`src/rtl/csr_spmv_sched_if.sv`:
```
// csr_spmv_sched_if: bundles the two read ports and the beat stream of the
// CSR SpMV fetch sequencer. The sequencer uses the master side; memories and
// the downstream MAC sit on the slave side.
interface csr_spmv_sched_if #(
  parameter int AW = 32,
  parameter int DW = 32
);
  // Read port 1: row pointers and column indices
  logic [AW-1:0] addr1;
  logic          rd1;
  logic [DW-1:0] dataIn1;

  // Read port 2: matrix values and vector values
  logic [AW-1:0] addr2;
  logic          rd2;
  logic [DW-1:0] dataIn2;

  // Beat stream towards the MAC
  logic          out_valid;
  logic          out_ready;
  logic [DW-1:0] out_mval;
  logic [DW-1:0] out_vval;
  logic [31:0]   out_row;
  logic          out_last;
  logic          out_empty;

  modport master (
    output addr1, rd1, addr2, rd2,
    input  dataIn1, dataIn2,
    output out_valid, out_mval, out_vval, out_row, out_last, out_empty,
    input  out_ready
  );

  modport slave (
    input  addr1, rd1, addr2, rd2,
    output dataIn1, dataIn2,
    input  out_valid, out_mval, out_vval, out_row, out_last, out_empty,
    output out_ready
  );
endinterface

```
`src/rtl/csr_spmv_sched.sv`:
```
// csr_spmv_sched: walks a CSR matrix (row pointers, column indices, values)
// and the dense vector, and streams (matrix value, vector value) pairs tagged
// with their row to a MAC. Port 2 is time-shared: FET reads the matrix value,
// VEC reads the vector value.
//
// Optional build macro: CSR_COL_CHECK_EN
//   defined   -> column indices >= csize are skipped, replaced by a zero beat,
//                and the sticky err flag is raised.
//   undefined -> no column check, err is tied to 0.
module csr_spmv_sched #(
  parameter int AW = 32,
  parameter int DW = 32
) (
  input  logic              Clk,
  input  logic              Rst,
  input  logic              start,
  input  logic [AW-1:0]     row_base,
  input  logic [AW-1:0]     col_base,
  input  logic [AW-1:0]     mat_base,
  input  logic [AW-1:0]     v_base,
  input  logic [31:0]       num_rows,
  input  logic [31:0]       csize,
  csr_spmv_sched_if.master  bus,
  output logic              busy,
  output logic              done,
  output logic              err
);

  typedef enum logic [2:0] {
    S_IDLE,
    S_RP0,
    S_RP1,
    S_FET,
    S_VEC,
    S_OUT,
    S_FIN
  } state_t;

  state_t        state;

  // Traversal configuration, frozen on the start cycle
  logic [AW-1:0] row_base_q;
  logic [AW-1:0] col_base_q;
  logic [AW-1:0] mat_base_q;
  logic [AW-1:0] v_base_q;
  logic [31:0]   num_rows_q;

  // Walk position: current row, current nonzero, end of current row
  logic [31:0]   r_q;
  logic [DW-1:0] k_q;
  logic [DW-1:0] end_q;
  logic [DW-1:0] mval_q;

  logic [DW-1:0] k_inc;
  logic [31:0]   r_inc;
  logic          col_bad;

  assign k_inc = k_q + DW'(1);
  assign r_inc = r_q + 32'd1;

`ifdef CSR_COL_CHECK_EN
  // Compare the fetched column index against csize at a common width so
  // neither side is truncated.
  localparam int CW = (DW > 32) ? DW : 32;
  logic [CW-1:0] col_ext;
  logic [CW-1:0] csize_ext;
  logic [31:0]   csize_q;

  assign col_ext   = CW'(bus.dataIn1);
  assign csize_ext = CW'(csize_q);
  assign col_bad   = (col_ext >= csize_ext);

  // Hold csize for the whole traversal, like the other configuration inputs
  always_ff @(posedge Clk or posedge Rst) begin
    if (Rst) begin
      csize_q <= '0;
    end else if (state == S_IDLE && start) begin
      csize_q <= csize;
    end
  end

  // Sticky error: any out-of-range column seen since reset
  always_ff @(posedge Clk or posedge Rst) begin
    if (Rst) begin
      err <= 1'b0;
    end else if (state == S_FET && col_bad) begin
      err <= 1'b1;
    end
  end
`else
  // csize only matters when the column check is built in
  logic unused_csize;
  assign unused_csize = ^csize;
  assign col_bad      = 1'b0;
  assign err          = 1'b0;
`endif

  // Sequencer FSM: state, walk registers and all registered outputs
  // NOTE: asynchronous active-high reset; every flop here is cleared by Rst
  // without waiting for a clock edge, so a reset mid-traversal aborts at once.
  always_ff @(posedge Clk or posedge Rst) begin
    if (Rst) begin
      state         <= S_IDLE;
      row_base_q    <= '0;
      col_base_q    <= '0;
      mat_base_q    <= '0;
      v_base_q      <= '0;
      num_rows_q    <= '0;
      r_q           <= '0;
      k_q           <= '0;
      end_q         <= '0;
      mval_q        <= '0;
      busy          <= 1'b0;
      done          <= 1'b0;
      bus.addr1     <= '0;
      bus.rd1       <= 1'b0;
      bus.addr2     <= '0;
      bus.rd2       <= 1'b0;
      bus.out_valid <= 1'b0;
      bus.out_mval  <= '0;
      bus.out_vval  <= '0;
      bus.out_row   <= '0;
      bus.out_last  <= 1'b0;
      bus.out_empty <= 1'b0;
    end else begin
      // NOTE: non-blocking assignments throughout; done defaults low here and
      // is raised only on the transition into FIN, giving a one-cycle pulse.
      done <= 1'b0;

      case (state)
        S_IDLE: begin
          if (start) begin
            row_base_q <= row_base;
            col_base_q <= col_base;
            mat_base_q <= mat_base;
            v_base_q   <= v_base;
            num_rows_q <= num_rows;
            r_q        <= '0;
            busy       <= 1'b1;
            if (num_rows == 32'd0) begin
              state <= S_FIN;
              done  <= 1'b1;
            end else begin
              // Address is registered, so the first pointer read must be
              // set up from the live input on the start cycle.
              bus.addr1 <= row_base;
              bus.rd1   <= 1'b1;
              state     <= S_RP0;
            end
          end
        end

        S_RP0: begin
          k_q       <= bus.dataIn1;
          bus.addr1 <= row_base_q + AW'(r_q) + AW'(1);
          bus.rd1   <= 1'b1;
          state     <= S_RP1;
        end

        S_RP1: begin
          end_q <= bus.dataIn1;
          if (bus.dataIn1 <= k_q) begin
            // k==end is an empty row; end<k is malformed and handled the same
            bus.rd1       <= 1'b0;
            bus.out_valid <= 1'b1;
            bus.out_mval  <= '0;
            bus.out_vval  <= '0;
            bus.out_row   <= r_q;
            bus.out_last  <= 1'b1;
            bus.out_empty <= 1'b1;
            state         <= S_OUT;
          end else begin
            bus.addr1 <= col_base_q + AW'(k_q);
            bus.addr2 <= mat_base_q + AW'(k_q);
            bus.rd1   <= 1'b1;
            bus.rd2   <= 1'b1;
            state     <= S_FET;
          end
        end

        S_FET: begin
          mval_q  <= bus.dataIn2;
          bus.rd1 <= 1'b0;
          if (col_bad) begin
            // Out-of-range column: no vector read, emit a zero beat that
            // keeps the row framing intact.
            bus.rd2       <= 1'b0;
            bus.out_valid <= 1'b1;
            bus.out_mval  <= '0;
            bus.out_vval  <= '0;
            bus.out_row   <= r_q;
            bus.out_last  <= (k_inc == end_q);
            bus.out_empty <= 1'b0;
            state         <= S_OUT;
          end else begin
            bus.addr2 <= v_base_q + AW'(bus.dataIn1);
            bus.rd2   <= 1'b1;
            state     <= S_VEC;
          end
        end

        S_VEC: begin
          bus.rd2       <= 1'b0;
          bus.out_valid <= 1'b1;
          bus.out_mval  <= mval_q;
          bus.out_vval  <= bus.dataIn2;
          bus.out_row   <= r_q;
          bus.out_last  <= (k_inc == end_q);
          bus.out_empty <= 1'b0;
          state         <= S_OUT;
        end

        S_OUT: begin
          if (bus.out_ready) begin
            bus.out_valid <= 1'b0;
            if (!bus.out_last) begin
              // Next nonzero in the same row
              k_q       <= k_inc;
              bus.addr1 <= col_base_q + AW'(k_inc);
              bus.addr2 <= mat_base_q + AW'(k_inc);
              bus.rd1   <= 1'b1;
              bus.rd2   <= 1'b1;
              state     <= S_FET;
            end else if (r_inc == num_rows_q) begin
              done  <= 1'b1;
              state <= S_FIN;
            end else begin
              // The previous row's end pointer is the next row's start, so
              // only the new end pointer is read.
              r_q       <= r_inc;
              k_q       <= end_q;
              bus.addr1 <= row_base_q + AW'(r_inc) + AW'(1);
              bus.rd1   <= 1'b1;
              state     <= S_RP1;
            end
          end
        end

        S_FIN: begin
          busy  <= 1'b0;
          state <= S_IDLE;
        end

        default: begin
          state <= S_IDLE;
        end
      endcase
    end
  end

endmodule

```
`src/flat_wrapper.sv`:
```
// flat-port wrapper written by rule: the top's interface ports become plain ports
module csr_spmv_sched_flat 
#(
  parameter int AW = 32,
  parameter int DW = 32
)
  (Clk, Rst, start, row_base, col_base, mat_base, v_base, num_rows, csize, busy, done, err, bus_addr1, bus_rd1, bus_addr2, bus_rd2, bus_dataIn1, bus_dataIn2, bus_out_valid, bus_out_mval, bus_out_vval, bus_out_row, bus_out_last, bus_out_empty, bus_out_ready);
  csr_spmv_sched_if #(.AW(AW), .DW(DW)) bus_i ();
  input  logic Clk;
  input  logic Rst;
  input  logic start;
  input  logic [AW-1:0] row_base;
  input  logic [AW-1:0] col_base;
  input  logic [AW-1:0] mat_base;
  input  logic [AW-1:0] v_base;
  input  logic [31:0] num_rows;
  input  logic [31:0] csize;
  output logic busy;
  output logic done;
  output logic err;
  output wire logic [$bits(bus_i.addr1)-1:0] bus_addr1;
  output wire logic [$bits(bus_i.rd1)-1:0] bus_rd1;
  output wire logic [$bits(bus_i.addr2)-1:0] bus_addr2;
  output wire logic [$bits(bus_i.rd2)-1:0] bus_rd2;
  input wire logic [$bits(bus_i.dataIn1)-1:0] bus_dataIn1;
  input wire logic [$bits(bus_i.dataIn2)-1:0] bus_dataIn2;
  output wire logic [$bits(bus_i.out_valid)-1:0] bus_out_valid;
  output wire logic [$bits(bus_i.out_mval)-1:0] bus_out_mval;
  output wire logic [$bits(bus_i.out_vval)-1:0] bus_out_vval;
  output wire logic [$bits(bus_i.out_row)-1:0] bus_out_row;
  output wire logic [$bits(bus_i.out_last)-1:0] bus_out_last;
  output wire logic [$bits(bus_i.out_empty)-1:0] bus_out_empty;
  input wire logic [$bits(bus_i.out_ready)-1:0] bus_out_ready;
  assign bus_addr1 = bus_i.addr1;
  assign bus_rd1 = bus_i.rd1;
  assign bus_addr2 = bus_i.addr2;
  assign bus_rd2 = bus_i.rd2;
  assign bus_i.dataIn1 = bus_dataIn1;
  assign bus_i.dataIn2 = bus_dataIn2;
  assign bus_out_valid = bus_i.out_valid;
  assign bus_out_mval = bus_i.out_mval;
  assign bus_out_vval = bus_i.out_vval;
  assign bus_out_row = bus_i.out_row;
  assign bus_out_last = bus_i.out_last;
  assign bus_out_empty = bus_i.out_empty;
  assign bus_i.out_ready = bus_out_ready;
  csr_spmv_sched #(.AW(AW), .DW(DW)) u_core (.Clk(Clk), .Rst(Rst), .start(start), .row_base(row_base), .col_base(col_base), .mat_base(mat_base), .v_base(v_base), .num_rows(num_rows), .csize(csize), .bus(bus_i), .busy(busy), .done(done), .err(err));
endmodule
```
`config.mk`:
```
export PLATFORM = sky130hd
export DESIGN_NAME = csr_spmv_sched_flat
export DESIGN_NICKNAME = d
export VERILOG_FILES = /design/src/rtl/csr_spmv_sched_if.sv /design/src/rtl/csr_spmv_sched.sv /design/src/flat_wrapper.sv
export SDC_FILE = /design/constraint.sdc
export NUM_CORES = 2
export LEC_CHECK = 0
export ABC_AREA = 1
export BUFFER_PORTS_ARGS = -buffer_cell sky130_fd_sc_hd__buf_2
export CAP_MARGIN = 20
export CORE_ASPECT_RATIO = 0.75
export CORE_UTILIZATION = 35
export DETAILED_ROUTE_END_ITERATION = 16
export PLACE_DENSITY = 0.49
export SYNTH_ARGS = -nofsm -noshare
export SYNTH_HDL_FRONTEND = slang
export SYNTH_SLANG_ARGS = --single-unit
```
`constraint.sdc`:
```
create_clock -name Clk -period 26 [get_ports Clk]
set_input_delay 2.6 -clock Clk [delete_from_list [all_inputs] [get_ports Clk]]
set_output_delay 2.6 -clock Clk [all_outputs]
set_load 0.03 [all_outputs]
```
==> summary.md <==
| Metric | Value |
|---|---|
| Status | finished, final reports clean |
| Global-route wire length before repair | 224,200 µm |
| Insertion delay to the later sink of the worst-skew pair | approximately 0.67 ns |
| Worst EP arrival | 6.41 ns |
| Area leader, netlist | dfrtp_1 |
| Die H | 277.2 µm |
| Initial Util | 35.48% |
| Area delta synth->final | 14.97% |
| Power density over cell area | 129.3 nW/µm² |
| Crit path kind | reg2reg |
| Syn_area_per_cell | 6.499 µm² |
| Synth top area share | 32.44% |
| FF+latch count, synth | 458 |
| Finished Core Util | 40.79% |
| Post-synth cell types | 57 |
| Worst slack, placed | 19.82 ns |
| Final hold vios | 0 |
| RSZ-0062 raised after global routing | false |
| Vias in the first global route | 33,900 |
| Final WL | between 150,000 and 200,000 µm |
| Slew HR | 22.52% |
| Mapped cell area | 35,340 µm² |
| TritonCTS buffer count | 55 |
| Hold WC Path Type | reg2reg |
| Placed Instances | roughly 7,000 |
| Gate Count Post-Synth | 5,437 |
| Final setup TNS | 0 ns |
| Final Setup Violations | 0 |
| Non-Filler Instances | 7,141 |
| Worst Path Required | 26.60 ns |
| Die area | just over 100,000 µm² |
| Die Span X | 368.9 µm |
| GRT Resource Usage Total | roughly 29% |
| Top FF cell, synth | dfrtp_1 |
| TritonCTS clock tree | built |
| DRC Markers | 0 |
| Dpl hpwl | ~120,000 µm |
| Clock Tree Buf Depth | 3 |
| Clk sink count | 458 |
| Leak Pwr | 21.83 nW |
| Final Worst Setup Slack | roughly 20 ns |
| Filler instances | 10,930 |
| Ratio of cells with drive above 1 in the final layout | 9.942% |
| Final Wtd Congestion | 1.002 |
| R2r setup slk | roughly 20 ns |
| # port buffers | slightly below 400 |
| Fin nets | 6,266 |
| Ports | 428 |
| Post-cts sizing count | 0 |
| Critical-path maximum fanout | 9 |
| Initial antenna violation count | 4 |
| Hold buffers post-CTS | 0 |
| Setup bufs post-CTS | 0 |
| Achievable Freq | 0.1722 GHz |
| Clock transition at the registers of the reported paths | ~0.07 ns |
| Routed length per instance | 21.31 µm |
| CTS H-tree lvls | 2 |
| DRT Pass-1 Iters | 6 |
| Largest net degree at the start of global routing | approximately 120 |
| Rows | 100 |
| Number of synthesized flops with an enable pin | 0 |
| Gr ovfl total | 0 |
| CP Capture Type | register |
| Total chip power | 5.253 mW |
| Largest cells by area after synthesis | dfrtp_1 32%, nand2_1 22%, ha_1 8.2% |
| Worst-Margin Slew | 1.152 ns |
| Pins over their slew limit | 0 |
| Async SR Flop Fraction | between 90% and 100% |
| Starting DRT DRC Count | 4,139 |
| Syn Nets | 5,935 |
| Crit share post-route | between 20% and 30% |
| Antenna-violating nets left | 0 |
| YS warnings | 0 |
| Core area | around 100,000 µm² |
| Sequential fraction of the synthesis area | 32.44% |
| IR drop worst, VDD | 0.07590 mV |
| Clk_skew | 0.04633 ns |
| Root buf cell | clkbuf_16 |
| Max_cap viols | 0 |
| Via count | 37,250 |
| Vias/cell | 5.217 |
| Min cycle time layout | 5.809 ns |
| Worst setup SP type | register |
## cell usage after synthesis, types with 2 or more instances
library cell  count
buf_2             9
o221ai_1          3
clkbuf_1        116
ha_1            232
xnor2_1          13
o2111ai_1         4
nand3_1         344
a22o_1           30
a32oi_1           2
nand2_1        2078
and3_1            3
buf_1            12
o21ai_1           5
nand2_2           4
a32o_1            2
o21a_1            7
buf_6             6
nor2_1          401
nand4_1         136
a31oi_1          15
nand3_2           5
a21boi_0          6
inv_1           591
nor3_1           59
a22oi_1          30
o21ai_0         383
fa_1              6
nor2_4            2
inv_2             5
o22ai_1           2
clkinv_1          3
and2_1            3
a21oi_1         264
nor2_2            9
xor2_1           52
o31ai_1           2
nor4_1           19
a21o_1           19
o211ai_1         12
dfrtp_1         458
or2_2            14
o21bai_1         37
buf_4             9
nand3b_1         12
## power breakdown
part           total, mW  internal (mW)  switching [mW]
clock              0.840          0.483           0.357
sequential          1.27           1.00           0.267
combinational       3.14          0.960            2.18
## final timing paths
path,start,end,depth (start not counted)
max,u_core.k_q[0],u_core.bus.addr2[24],22
min,u_core.bus.addr1[15],u_core.bus.addr1[15],2
max reg2reg,u_core.k_q[0],u_core.bus.addr2[24],22
min reg2reg,u_core.bus.addr1[15],u_core.bus.addr1[15],2
max in group asynchronous,Rst,u_core.bus.addr2[26],5
min in group asynchronous,Rst,u_core.num_rows_q[12],2
## area by class of cell
| type | count | area (µm²) | area share (%) |
|---|---|---|---|
| sequential | 458 | 11460 | 28.21 |
| clock buffer | 78 | 1643 | 4.044 |
| timing repair buffer | 426 | 2252 | 5.544 |
| inverter | 599 | 2261 | 5.565 |
| multi-input combinational | 4228 | 21040 | 51.78 |
| antenna | 1 | 2.502 | 0.006160 |
| clock inverter | 25 | 312.8 | 0.7699 |
| tap | 1326 | 1659 | 4.084 |
## routing by layer
layer  global-route usage, %  wire length [µm]
met4                   5.330              2713
met3                   7.217             14930
met1                   47.12             78360
met5                       0                12
met2                   37.81             56160
## critical path, stage by stage, from the launching register on
cell and delay (ns):
dfrtp_1 0.59, ha_1 0.49, nand2_1 0.13, nor2_1 0.56, inv_1 0.25, nor2_1 0.54, nand2_1 0.10, nand2_1 0.16
o21ai_0 0.14, ha_1 0.42, nand2_1 0.09, inv_1 0.09, nand3_1 0.11, nor3_1 0.82, nand4_1 0.21, nand3_1 0.36
nand2_1 0.12, nand2_1 0.11, or2_2 0.11, nand3_1 0.07, nand2_1 0.12, nand2_1 0.05, nand2_1 0.08
## layout by cell type (no fill, tap or decap), types with 55 or more instances in the layout
| cell | n |
|---|---|
| nor2_1 | 395 |
| buf_2 | 394 |
| nor3_1 | 58 |
| nand2_1 | 2076 |
| nand4_1 | 136 |
| nand3_1 | 344 |
| clkbuf_16 | 55 |
| a21oi_1 | 264 |
| o21ai_0 | 383 |
| ha_1 | 232 |
| inv_1 | 589 |
| dfrtp_1 | 458 |
## metrics by stage
| step | hold slack (ns) | instance area [µm²] |
|---|---|---|
| floorplan | 0.4528 | 35340 |
| global placement | 0.4516 | 38610 |
| detailed placement | 0.4532 | 38630 |
| CTS | 0.4669 | 40590 |
| global route | 0.4858 | 40620 |
| finish | 0.4640 | 40630 |
## kinds of logic after synthesis
kind of cell	Yosys count	synth area share, %
fa+ha+maj	238	8.555
buf+inv	751	8.233
simple gates	3094	35.98
flops	458	32.44
other cells	1	0.01061
xor+xnor	66	1.675
compound gates	829	13.11
No activity file was read; power rests on OpenSTA's default activity.
